$ cat config.mk
export PLATFORM = sky130hd
export DESIGN_NAME = mem_arbiter
export DESIGN_NICKNAME = d
export VERILOG_FILES = /design/src/rtl/mem_arbiter.sv
export SDC_FILE = /design/constraint.sdc
export NUM_CORES = 1
export LEC_CHECK = 0
export BUFFER_PORTS_ARGS = -buffer_cell sky130_fd_sc_hd__buf_4
export CORE_AREA = 2 2 106 108
export DETAILED_ROUTE_END_ITERATION = 10
export DIE_AREA = 0 0 108 110
export PLACE_DENSITY_LB_ADDON = 0.08
export SLEW_MARGIN = 20
export SYNTH_ARGS = -nofsm -noshare
export SYNTH_HDL_FRONTEND = slang
export SYNTH_SLANG_ARGS = --single-unit
$ cat constraint.sdc
create_clock -name clk -period 2 [get_ports clk]
set_input_delay 0.1 -clock clk [delete_from_list [all_inputs] [get_ports clk]]
set_output_delay 0.1 -clock clk [all_outputs]
set_load 0.02 [all_outputs]
$ cat src/rtl/mem_arbiter.sv
// Two-port (CPU / debug) arbiter and sequencer for a single synchronous RAM.
// Optional round-robin tie-breaking is enabled by defining MEM_ARB_RR_EN.
module mem_arbiter #(
    parameter int ADDR_W  = 9,
    parameter int DATA_W  = 32,
    parameter int MEM_LAT = 1    // RAM read latency, 1..3
) (
    input  logic              clk,
    input  logic              reset_n,

    input  logic              cpu_req,
    input  logic              cpu_we,
    input  logic [ADDR_W-1:0] cpu_addr,
    input  logic [DATA_W-1:0] cpu_wdata,
    output logic              cpu_ack,
    output logic [DATA_W-1:0] cpu_rdata,

    input  logic              dbg_req,
    input  logic              dbg_we,
    input  logic [ADDR_W-1:0] dbg_addr,
    input  logic [DATA_W-1:0] dbg_wdata,
    output logic              dbg_ack,
    output logic [DATA_W-1:0] dbg_rdata,

    output logic              mem_en,
    output logic              mem_we,
    output logic [ADDR_W-1:0] mem_addr,
    output logic [DATA_W-1:0] mem_wdata,
    input  logic [DATA_W-1:0] mem_rdata,

    output logic              busy,
    output logic              owner
);

    localparam int NPORT = 2;
    localparam logic [1:0] LAT_LOAD = 2'(MEM_LAT);

    typedef enum logic [1:0] {
        IDLE  = 2'd0,
        ISSUE = 2'd1,
        WAIT  = 2'd2,
        DONE  = 2'd3
    } state_t;

    state_t            state_reg, state_next;
    logic              owner_reg, owner_next;
    logic              we_reg, we_next;
    logic [ADDR_W-1:0] addr_reg, addr_next;
    logic [DATA_W-1:0] wdata_reg, wdata_next;
    logic [1:0]        cnt_reg, cnt_next;
    logic [DATA_W-1:0] rd_reg, rd_next;

    // Port 0 = CPU, port 1 = debug; the index doubles as the owner encoding.
    logic [NPORT-1:0]  req_vec;
    logic [NPORT-1:0]  we_vec;
    logic [NPORT-1:0]  ack_vec;
    logic [ADDR_W-1:0] addr_arr  [NPORT];
    logic [DATA_W-1:0] wdata_arr [NPORT];
    logic              win;

    assign req_vec      = {dbg_req, cpu_req};
    assign we_vec       = {dbg_we, cpu_we};
    assign addr_arr[0]  = cpu_addr;
    assign addr_arr[1]  = dbg_addr;
    assign wdata_arr[0] = cpu_wdata;
    assign wdata_arr[1] = dbg_wdata;

    always_comb begin
        win = req_vec[1];
`ifdef MEM_ARB_RR_EN
        // On a tie, hand the grant to whichever port did not win last time.
        if (req_vec == 2'b11) begin
            win = ~owner_reg;
        end
`endif
    end

    always_ff @(posedge clk or negedge reset_n) begin
        if (!reset_n) begin
            state_reg <= IDLE;
            owner_reg <= 1'b0;
            we_reg    <= 1'b0;
            addr_reg  <= '0;
            wdata_reg <= '0;
            cnt_reg   <= 2'd0;
            rd_reg    <= '0;
        end else begin
            state_reg <= state_next;
            owner_reg <= owner_next;
            we_reg    <= we_next;
            addr_reg  <= addr_next;
            wdata_reg <= wdata_next;
            cnt_reg   <= cnt_next;
            rd_reg    <= rd_next;
        end
    end

    always_comb begin
        state_next = state_reg;
        owner_next = owner_reg;
        we_next    = we_reg;
        addr_next  = addr_reg;
        wdata_next = wdata_reg;
        cnt_next   = cnt_reg;
        rd_next    = rd_reg;

        case (state_reg)
            IDLE: begin
                if (|req_vec) begin
                    owner_next = win;
                    we_next    = we_vec[win];
                    addr_next  = addr_arr[win];
                    wdata_next = wdata_arr[win];
                    state_next = ISSUE;
                end
            end
            ISSUE: begin
                if (we_reg) begin
                    state_next = DONE;
                end else begin
                    cnt_next   = LAT_LOAD;
                    state_next = WAIT;
                end
            end
            WAIT: begin
                cnt_next = cnt_reg - 2'd1;
                if (cnt_reg == 2'd1) begin
                    rd_next    = mem_rdata;
                    state_next = DONE;
                end
            end
            DONE: begin
                state_next = IDLE;
            end
            default: begin
                state_next = IDLE;
            end
        endcase
    end

    // Outputs decode straight from registers so reset clears them at once.
    genvar gi;
    generate
        for (gi = 0; gi < NPORT; gi++) begin : g_ack
            assign ack_vec[gi] = (state_reg == DONE) && (owner_reg == 1'(gi));
        end
    endgenerate

    assign cpu_ack   = ack_vec[0];
    assign dbg_ack   = ack_vec[1];
    assign cpu_rdata = rd_reg;
    assign dbg_rdata = rd_reg;

    assign mem_en    = (state_reg == ISSUE);
    assign mem_we    = mem_en & we_reg;
    assign mem_addr  = addr_reg;
    assign mem_wdata = wdata_reg;

    assign busy      = (state_reg != IDLE);
    assign owner     = owner_reg;

endmodule

* Word level (Yosys, flattened, before mapping)
Index checks and enable logic that the tools add are counted.
** Word-level totals
- Register bits after elaboration :: 79
- Input bits :: 120
- Output and inout port bits :: 111
- Logic and storage cells :: 44
** Operators by class
- $add $sub $neg :: 1
- $lt $le $gt $ge :: 2
- Eq/ne operators :: 7
- Multiplexer cells :: 14
- Bitwise gates (word level) :: 3
- Reduce and logical (&&, ||, !) cells :: 10
** Operator list (number)
- two-way mux 32 bit :: 3
- two-way mux 9 bit :: 3
- one-hot mux 2 bit (4 select lines) :: 1
- AND reduction 2 bit :: 4
- two-way mux 2 bit :: 3
- inequality test 2 bit, second input constant :: 3
- equality test 2 x 1 -> 1 bit, second input constant :: 2
- equality test 2 bit, second input constant :: 2
- one-hot mux 2 bit (2 select lines) :: 1
- nonzero test 2 bit :: 2
- two-way mux 1 bit :: 3
- greater-or-equal comparator 2 bit, second input constant :: 1
- logical AND 1 bit :: 2
- logical NOT 2 bit :: 1
- < comparator 1 x 2 -> 1 bit, second input constant :: 1
- inverter 1 -> 2 bit :: 1
- OR reduction 2 bit :: 1
- subtractor 2 x 1 -> 2 bit, second input constant :: 1
- AND 1 bit :: 1
- inverter 1 bit :: 1

* Longest topological paths before layout
Gate-level depths: netlist (run 1).
- Depth after elaboration :: 4
- Depth in mapped cells :: 7
- Depth with buffers taken out :: 5

* Least setup slack after synthesis (run 1)
Ideal clock, no wire load.
- Path kind :: reg-to-reg
- Start point :: register state_reg[0]
- End point :: register state_reg[1]
- Library setup time :: 0.128 ns
- Data arrival time :: 1.320 ns
- Data required time :: 1.872 ns
- Slack :: 0.552 ns
- Stages on the path, launching flop included :: 6
- Path buffers :: 0
- Period minus slack after synthesis :: 1.448 ns
- Cell sequence :: dfrtp_1 > inv_1 > ha_1 > nor2b_1 > a21oi_1 > mux2_1
** On the way
- Longest elaborated chain between the ends :: 3
- Elaborated cells on any way between the ends :: 8
- Classes of those cells :: eq/ne (5); mux (1); reduce/logical (2)
** Ends and longest elaborated chain
- from (decl) :: line 45 : state_t state_reg, state_next;
- from (signal assigned) :: line 88 : state_reg <= state_next;
- equality test 2 bit or logical NOT 2 bit (tied branches) :: line 107 : case (state_reg)
- inequality test 2 bit (no source line)
- AND reduction 2 bit (no source line)
Several ways; a longest one is shown, not always the timed one.
A chain may end at the register's enable or synchronous reset.

* Worst setup path after layout (run 1)
- Start point :: register state_reg[0]
- End point :: register rd_reg[0], in the netlist cpu_rdata[0]
** On the way
- Longest elaborated chain between the ends :: 2
** Ends and longest elaborated chain
- equality test 2 bit :: line 107
- AND reduction 2 bit (no source line)
- to (signal assigned) :: line 94 : rd_reg <= rd_next;
- to (decl) :: line 51 : logic [DATA_W-1:0] rd_reg, rd_next;
Every way passes these cells.

==> results of run 1 <==
-- cell families (layout without fill, tap and decap cells) --
logic type,count (synthesis),count (layout)
and+or+nand+nor,51,51
adders and majority gates,6,6
buffers and inverters,54,288
muxes,75,75
AOI/OAI and AO/OA,51,51
DFF,79,79
-- worst max-delay path, stage by stage (launching register included) --
cell	delay, ns
dfrtp_1	0.40
inv_1	0.10
ha_1	0.27
nand2_2	0.10
buf_12	0.25
mux2_1	0.35
-- placed cells by master, fill, tap and decap left out --
master         synthesis  routed
o21ai_2               42      42
nand2_2               43      43
nor3b_1                1       1
dfrtp_1               79      79
clkinv_4               0       1
buf_4                 32     231
and2_1                 1       1
mux2i_1               42      42
buf_12                 6       4
ha_1                   6       6
nand2_1                2       2
a32o_1                 1       1
clkbuf_8               0       9
bufinv_16              0       2
o21ai_4                1       1
mux2_1                 3       3
inv_1                  5       5
mux2_4                30      30
a22o_1                 1       1
a2bb2oi_1              1       1
a21bo_2                1       1
clkinv_2               0       2
dlygate4sd3_1          0      33
nor2_1                 2       2
o21ai_0                2       2
a21oi_1                1       1
clkinvlp_4             0       1
nor2b_1                2       2
a211oi_1               1       1
-- power groups by stage --
stage / clock [mW] / sequential, mW / combinational, mW
after floorplan: 0 / 3.88 / 3.24
after global placement: 0 / 3.03 / 5.76
after detailed placement: 0 / 3.07 / 5.83
after CTS: 1.32 / 3.05 / 5.89
after global routing: 1.41 / 3.16 / 6.24
final: 1.27 / 3.04 / 5.81
-- stage by stage --
| stage | hold WS [ns] | setup WS, ns |
|---|---|---|
| finish | 0.0248 | 0.398 |
| global route | 0.00871 | 0.307 |
| CTS | 0.0118 | 0.376 |
| detailed placement | 0.0630 | 0.386 |
| global placement | 0.0585 | 0.473 |
| floorplan | -0.196 | 0.552 |
-- area by class of cell --
type                    instances  area share [%]
multi-input cells             183            27.7
well taps                     140            2.80
clock buffers                   9            1.98
flip-flops and latches         79            31.6
repair buffers                268            34.3
clock inverters                 6            1.38
inverters                       5           0.300
-- worst max path at each step --
stage,from,endpoint,slack (ns),cells past startpoint
2_1_floorplan,state_reg[0],state_reg[1],0.55,5
3_3_place_gp,state_reg[0],cpu_rdata[31],0.47,5
3_5_place_dp,state_reg[0],cpu_rdata[0],0.39,5
4_1_cts,state_reg[0],cpu_rdata[0],0.38,5
5_1_grt,state_reg[0],state_reg[1],0.31,5
6_report,state_reg[0],cpu_rdata[0],0.40,5
-- per-layer routing --
| layer | GRT usage, % | up-vias | wire, um |
|---|---|---|---|
| li1 | - | 1522 | - |
| met1 | 19.6 | 1412 | 3900 |
| met2 | 28.9 | 150 | 4780 |
| met3 | 5.17 | 13 | 855 |
| met4 | 4.49 | 0 | 140 |
| met5 | 0 | - | 0 |
-- what timing repair did --
item,in CTS,in global routing
hold buffers,33,0
setup buffers,0,0
hold endpoints to repair,61,0
==> flow_metrics.py, run 1 <==
metrics = {
    "layout": {
        "regArea_um2": 1980,
        "fillerInstances": 901,
        "final_area_um2": 6260,
        "layout-drive-gt1-share_pct": 66.7,
        "nets": 672,
        "post-route-util_pct": 58.5,
        "multiInputGateArea_um2": 1730,
        "area_growth_pct": 49.6,
        "diodes": 0,
        "final_cells": 690,
    },
    "min_path": {
        "min_path_cells": 3,
        "hold_class": "input pin to register",
        "min_to": "mem_wdata[12]",
        "hp-start": "cpu_wdata[12]",
    },
    "flow_run": {
        "drv_cap": 0,
    },
    "logic_synthesis": {
        "synthAdderAreaFrac_pct": 1.79,
        "synth_common_cells": "dfrtp_1 (79), nand2_2 (43), mux2i_1 (42), o21ai_2 (42), buf_4 (32)",
        "yosys.area.top_type": "dfrtp_1",
        "synthCells": 316,
        "synthArstFlopShare_pct": 100,
        "synth_edf_count": 0,
        "ys_types": 26,
        "synth.top_cells.by_area": "dfrtp_1 (47%), mux2_4 (11%), mux2i_1 (10%), o21ai_2 (8.8%), nand2_2 (6.4%)",
        "synthFlopType": "dfrtp_1",
        "synth_xor_area_share_pct": 0,
        "synthMuxAreaShare_pct": 21.6,
        "syn-num-nets": 442,
        "synth.most_common_cell": "dfrtp_1",
        "yosys.area_share.simple_pct": 7.42,
        "netlist_area_um2": 4180,
        "yosysWarnings": 0,
        "ys_ff_latch": 79,
        "synth_top_family_by_area": "multiplexers",
        "seq_area_frac_synth_pct": 47.2,
        "syn_avg_cell_area_um2": 13.2,
        "synth_compound_area_share_pct": 10.6,
        "synth_top_cell_area_share_pct": 47.2,
    },
    "clocking": {
        "cts_resized": 0,
        "clk_path_buf_depth": 2,
        "h-tree-depth": 3,
        "numCtsBuffers": 9,
        "worst_setup_hold_path_clk_slew_ns": 0.08,
        "cts-root-buf": "clkbuf_8",
        "cts.sinks": 79,
        "cts_tree": "yes",
        "clk-insertion-delay-late_ns": 0.34,
    },
    "place": {
        "placed_area_um2": 5720,
        "gp_congestion": 0.672,
        "dp_cells": 642,
        "port_buffers": 230,
        "dpl.hpwl_um": 7030,
    },
    "power": {
        "seq_power_share_pct": 30.0,
        "swShare_pct": 41.6,
        "power_density_nw_per_um2": 1620,
        "vdd_drop_max_mv": 0.896,
        "p_leak_nw": 3.25,
        "pwr-share-clk_pct": 12.6,
        "pwr-share-comb_pct": 57.4,
        "internal-power_mw": 5.91,
        "p_switching_mw": 4.20,
        "power_mw": 10.1,
    },
    "floorplan": {
        "die_h_um": 110,
        "rows": 38,
        "ios": 231,
        "die_w_um": 108,
        "core-area_um2": 10700,
        "initial_utilization_pct": 39.1,
        "dieArea_um2": 11900,
    },
    "worst_setup_path": {
        "crit_type": "register to register",
        "required_ns": 2.22,
        "rr_startpoint": "state_reg[0]",
        "timing.rr.end": "cpu_rdata[0]",
        "critPathMaxFanout": 32,
        "reg2reg_setup_slack_ns": 0.40,
        "worstRegToRegCells": 5,
        "worstSetupEndpointType": "register",
        "worst_setup_path_start_kind": "register",
        "crit_arrival_ns": 1.82,
    },
    "grt": {
        "first_global_vias": 3080,
        "antenna_found_initial": 0,
        "grt_use_total_pct": 16.5,
        "grt_pass1_wl_um": 15100,
        "grt_max_degree": 51,
        "grt.overflow.total": 0,
    },
    "timing": {
        "hold_viol_final": 0,
        "skew_ns": 0.00773,
        "max_freq_mhz": 624,
        "finalCriticalPeriod_ns": 1.60,
        "period_share_pct": 80.1,
        "rsz0062_at_grt": "false",
        "drv_slew": 0,
        "setup-tns-final_ns": 0,
        "relSlewSlack_pct": 66.1,
        "tightest_slew_ns": 0.508,
        "setup_viol": 0,
    },
    "drt": {
        "wire_per_inst_um": 14.0,
        "dr_total_vias": 3097,
        "drt_iter0_drc": 101,
        "drtPass1Iterations": 4,
        "drc": 0,
        "routed_wirelength_um": 9680,
        "ant_nets": 0,
        "vias_per_cell": 4.49,
    },
    "run_status": {
        "status": "finished clean",
    },
}
No activity file was read; power rests on OpenSTA's default activity.
==> run 2: changes to the inputs <==
clock period = 1.3 ns   (was 2 ns; I/O delays follow)
==> run 2 against run 1 <==
Effect of this change: via count increased by 11%; sequential power up 59%; non-clock buffer count increased by 82; clock power grew 27%; largest power group unchanged; total power is 76% higher; sequential share of layout area fell by 5.2 points; fmax up 11%; die area unchanged; first-iteration DRC count increased by 8.9%; routed wire length increased by 18%; final cell count up 12%; the flow now finishes with violations (negative setup slack); combinational power grew 96%.
==> flow_metrics.py, run 2 (synthesized netlist as in run 1, its figures left out) <==
metrics = {
    "run_status": {
        "status": "complete, but fails checks",
        "failed_checks": "negative setup slack",
    },
    "grt": {
        "grt_pass1_wl_um": 16700,
        "grt_max_degree": 80,
        "antenna_found_initial": 0,
        "first_global_vias": 3416,
        "grt.overflow.total": 0,
        "grt_use_total_pct": 18.1,
    },
    "drt": {
        "dr_total_vias": 3432,
        "drt_iter0_drc": 110,
        "ant_nets": 0,
        "vias_per_cell": 4.45,
        "drtPass1Iterations": 4,
        "wire_per_inst_um": 14.8,
        "routed_wirelength_um": 11400,
        "drc": 0,
    },
    "layout": {
        "final_common_cell": "buf_4",
        "final_cell_mix": "buf_4 (235), dlygate4sd3_1 (81), dfrtp_1 (78)",
        "regArea_um2": 1980,
        "post-route-util_pct": 70.0,
        "area_growth_pct": 79.0,
        "multiInputGateArea_um2": 2000,
        "nets": 754,
        "diodes": 0,
        "layout-drive-gt1-share_pct": 66.4,
        "fillerInstances": 796,
    },
    "worst_setup_path": {
        "critPathMaxFanout": 3,
        "crit_path_cell_trace": "buf_6 -> ha_4 -> nor2b_4 -> a21oi_2 -> mux2_4",
        "required_ns": 1.52,
        "cpPeakStageDelay_ns": 0.44,
        "worstSetupEndpointType": "register",
        "crit_type": "register to register",
        "cpMaxStageDelayCell": "dfrtp_2",
        "crit_arrival_ns": 1.66,
        "worst_setup_path_start_kind": "register",
    },
    "timing": {
        "rsz0062_at_grt": "true",
        "hold_viol_final": 0,
        "finalCriticalPeriod_ns": 1.45,
        "setup_slack_ns": -0.147,
        "max_freq_mhz": 691,
        "setup_viol": 81,
        "relSlewSlack_pct": 71.6,
        "period_share_pct": 111,
        "tightest_slew_ns": 0.427,
        "drv_slew": 0,
        "skew_ns": 0.00923,
    },
    "floorplan": {
        "dieArea_um2": 11900,
        "core-area_um2": 10700,
        "die_h_um": 110,
        "die_w_um": 108,
        "initial_utilization_pct": 39.1,
        "rows": 38,
        "ios": 231,
    },
    "clocking": {
        "h-tree-depth": 3,
        "clk-insertion-delay-late_ns": 0.34,
        "cts_tree": "yes",
        "cts-root-buf": "clkbuf_8",
        "cts.sinks": 79,
        "numCtsBuffers": 9,
        "clk_path_buf_depth": 2,
        "worst_setup_hold_path_clk_slew_ns": 0.07,
    },
    "power": {
        "power_density_nw_per_um2": 2380,
        "power_mw": 17.8,
        "vdd_drop_max_mv": 1.26,
        "p_leak_nw": 3.80,
    },
    "place": {
        "dpl.hpwl_um": 7200,
        "dp_slack_ns": -0.101,
        "port_buffers": 230,
        "gp_congestion": 0.746,
    },
    "min_path": {
        "hold_class": "input pin to register",
    },
    "flow_run": {
        "drv_cap": 0,
    },
}
==> run 2: cell types whose count changed in the layout (fill, tap and decap cells not counted), moves of 3 or more <==
cell / before / now
dlygate4sd3_1: 33 / 81
nand2_2: 43 / 18
nand2_4: 0 / 25
buf_6: 0 / 16
buf_12: 4 / 10
ha_1: 6 / 0
clkbuf_16: 0 / 5
ha_4: 0 / 5
buf_4: 231 / 235
inv_1: 5 / 1
mux2_1: 3 / 0
mux2_4: 30 / 33
==> run 2: what timing repair did <==
item	4_1_cts	5_1_grt
setup buffers	11	5
hold endpoints to repair	136	1
endpoints found under the setup margin	71	84
gates resized for setup	36	49
cloned	4	5
pin swaps	5	49
hold buffers	80	1
==> run 2: path summary, 6_finish.rpt <==
check / startpoint / to / slack, ns / cells after the start
worst min-delay path: cpu_wdata[0] / mem_wdata[0] / 0.01 / 3
min in group asynchronous: reset_n / cpu_rdata[11] / 0.31 / 3
worst max-delay path: state_reg[1] / state_reg[1] / -0.15 / 5
worst min register to register: mem_wdata[9] / mem_wdata[9] / 0.48 / 2
max in group asynchronous: reset_n / state_reg[1] / 0.65 / 3
worst max register to register: state_reg[1] / state_reg[1] / -0.15 / 5
==> run 2: metal layers <==
metal | up-vias | track usage, % | wire length, um
met5 | - | 0 | 0
met4 | 0 | 5.86 | 135
met3 | 11 | 4.76 | 857
met2 | 135 | 31.9 | 5950
met1 | 1617 | 21.5 | 4430
li1 | 1669 | - | -
==> run 2: where the power goes <==
group          switching (mW)  internal (mW)  total [mW]
Combinational            5.35           6.02        11.4
Sequential               1.13           3.71        4.84
Clock                   0.828          0.777        1.61
Total                    7.31           10.5        17.8
==> run 2: metrics by stage <==
stage | hold slack [ns] | setup TNS, ns | cell area, um2 | std cells
global route | 0.00248 | -12.42 | 7490 | 771
CTS | 0.0000102 | -7.08 | 7190 | 766
detailed placement | 0.132 | -2.03 | 5910 | 657
global placement | 0.131 | -0.565 | 5910 | 657
floorplan | -0.231 | -0.918 | 4240 | 316
finish | 0.0131 | -7.92 | 7490 | 771
==> run 2: final cells by class <==
type,count,area share (%)
timing repair buffer,350,42.1
multi-input combinational,183,26.7
sequential,79,26.4
tap,140,2.34
clock buffer,13,2.12
inverter,5,0.351
clock inverter,1,0.0668
==> run 2: worst max-delay path: cells and delay by family, from the launching register on <==
| kind | cells | cell delay, ns |
|---|---|---|
| buffers and inverters | 1 | 0.13 |
| and+or+nand+nor | 1 | 0.13 |
| AOI/OAI and AO/OA | 1 | 0.14 |
| adders and majority gates | 1 | 0.17 |
| muxes | 1 | 0.32 |
| DFF | 1 | 0.44 |
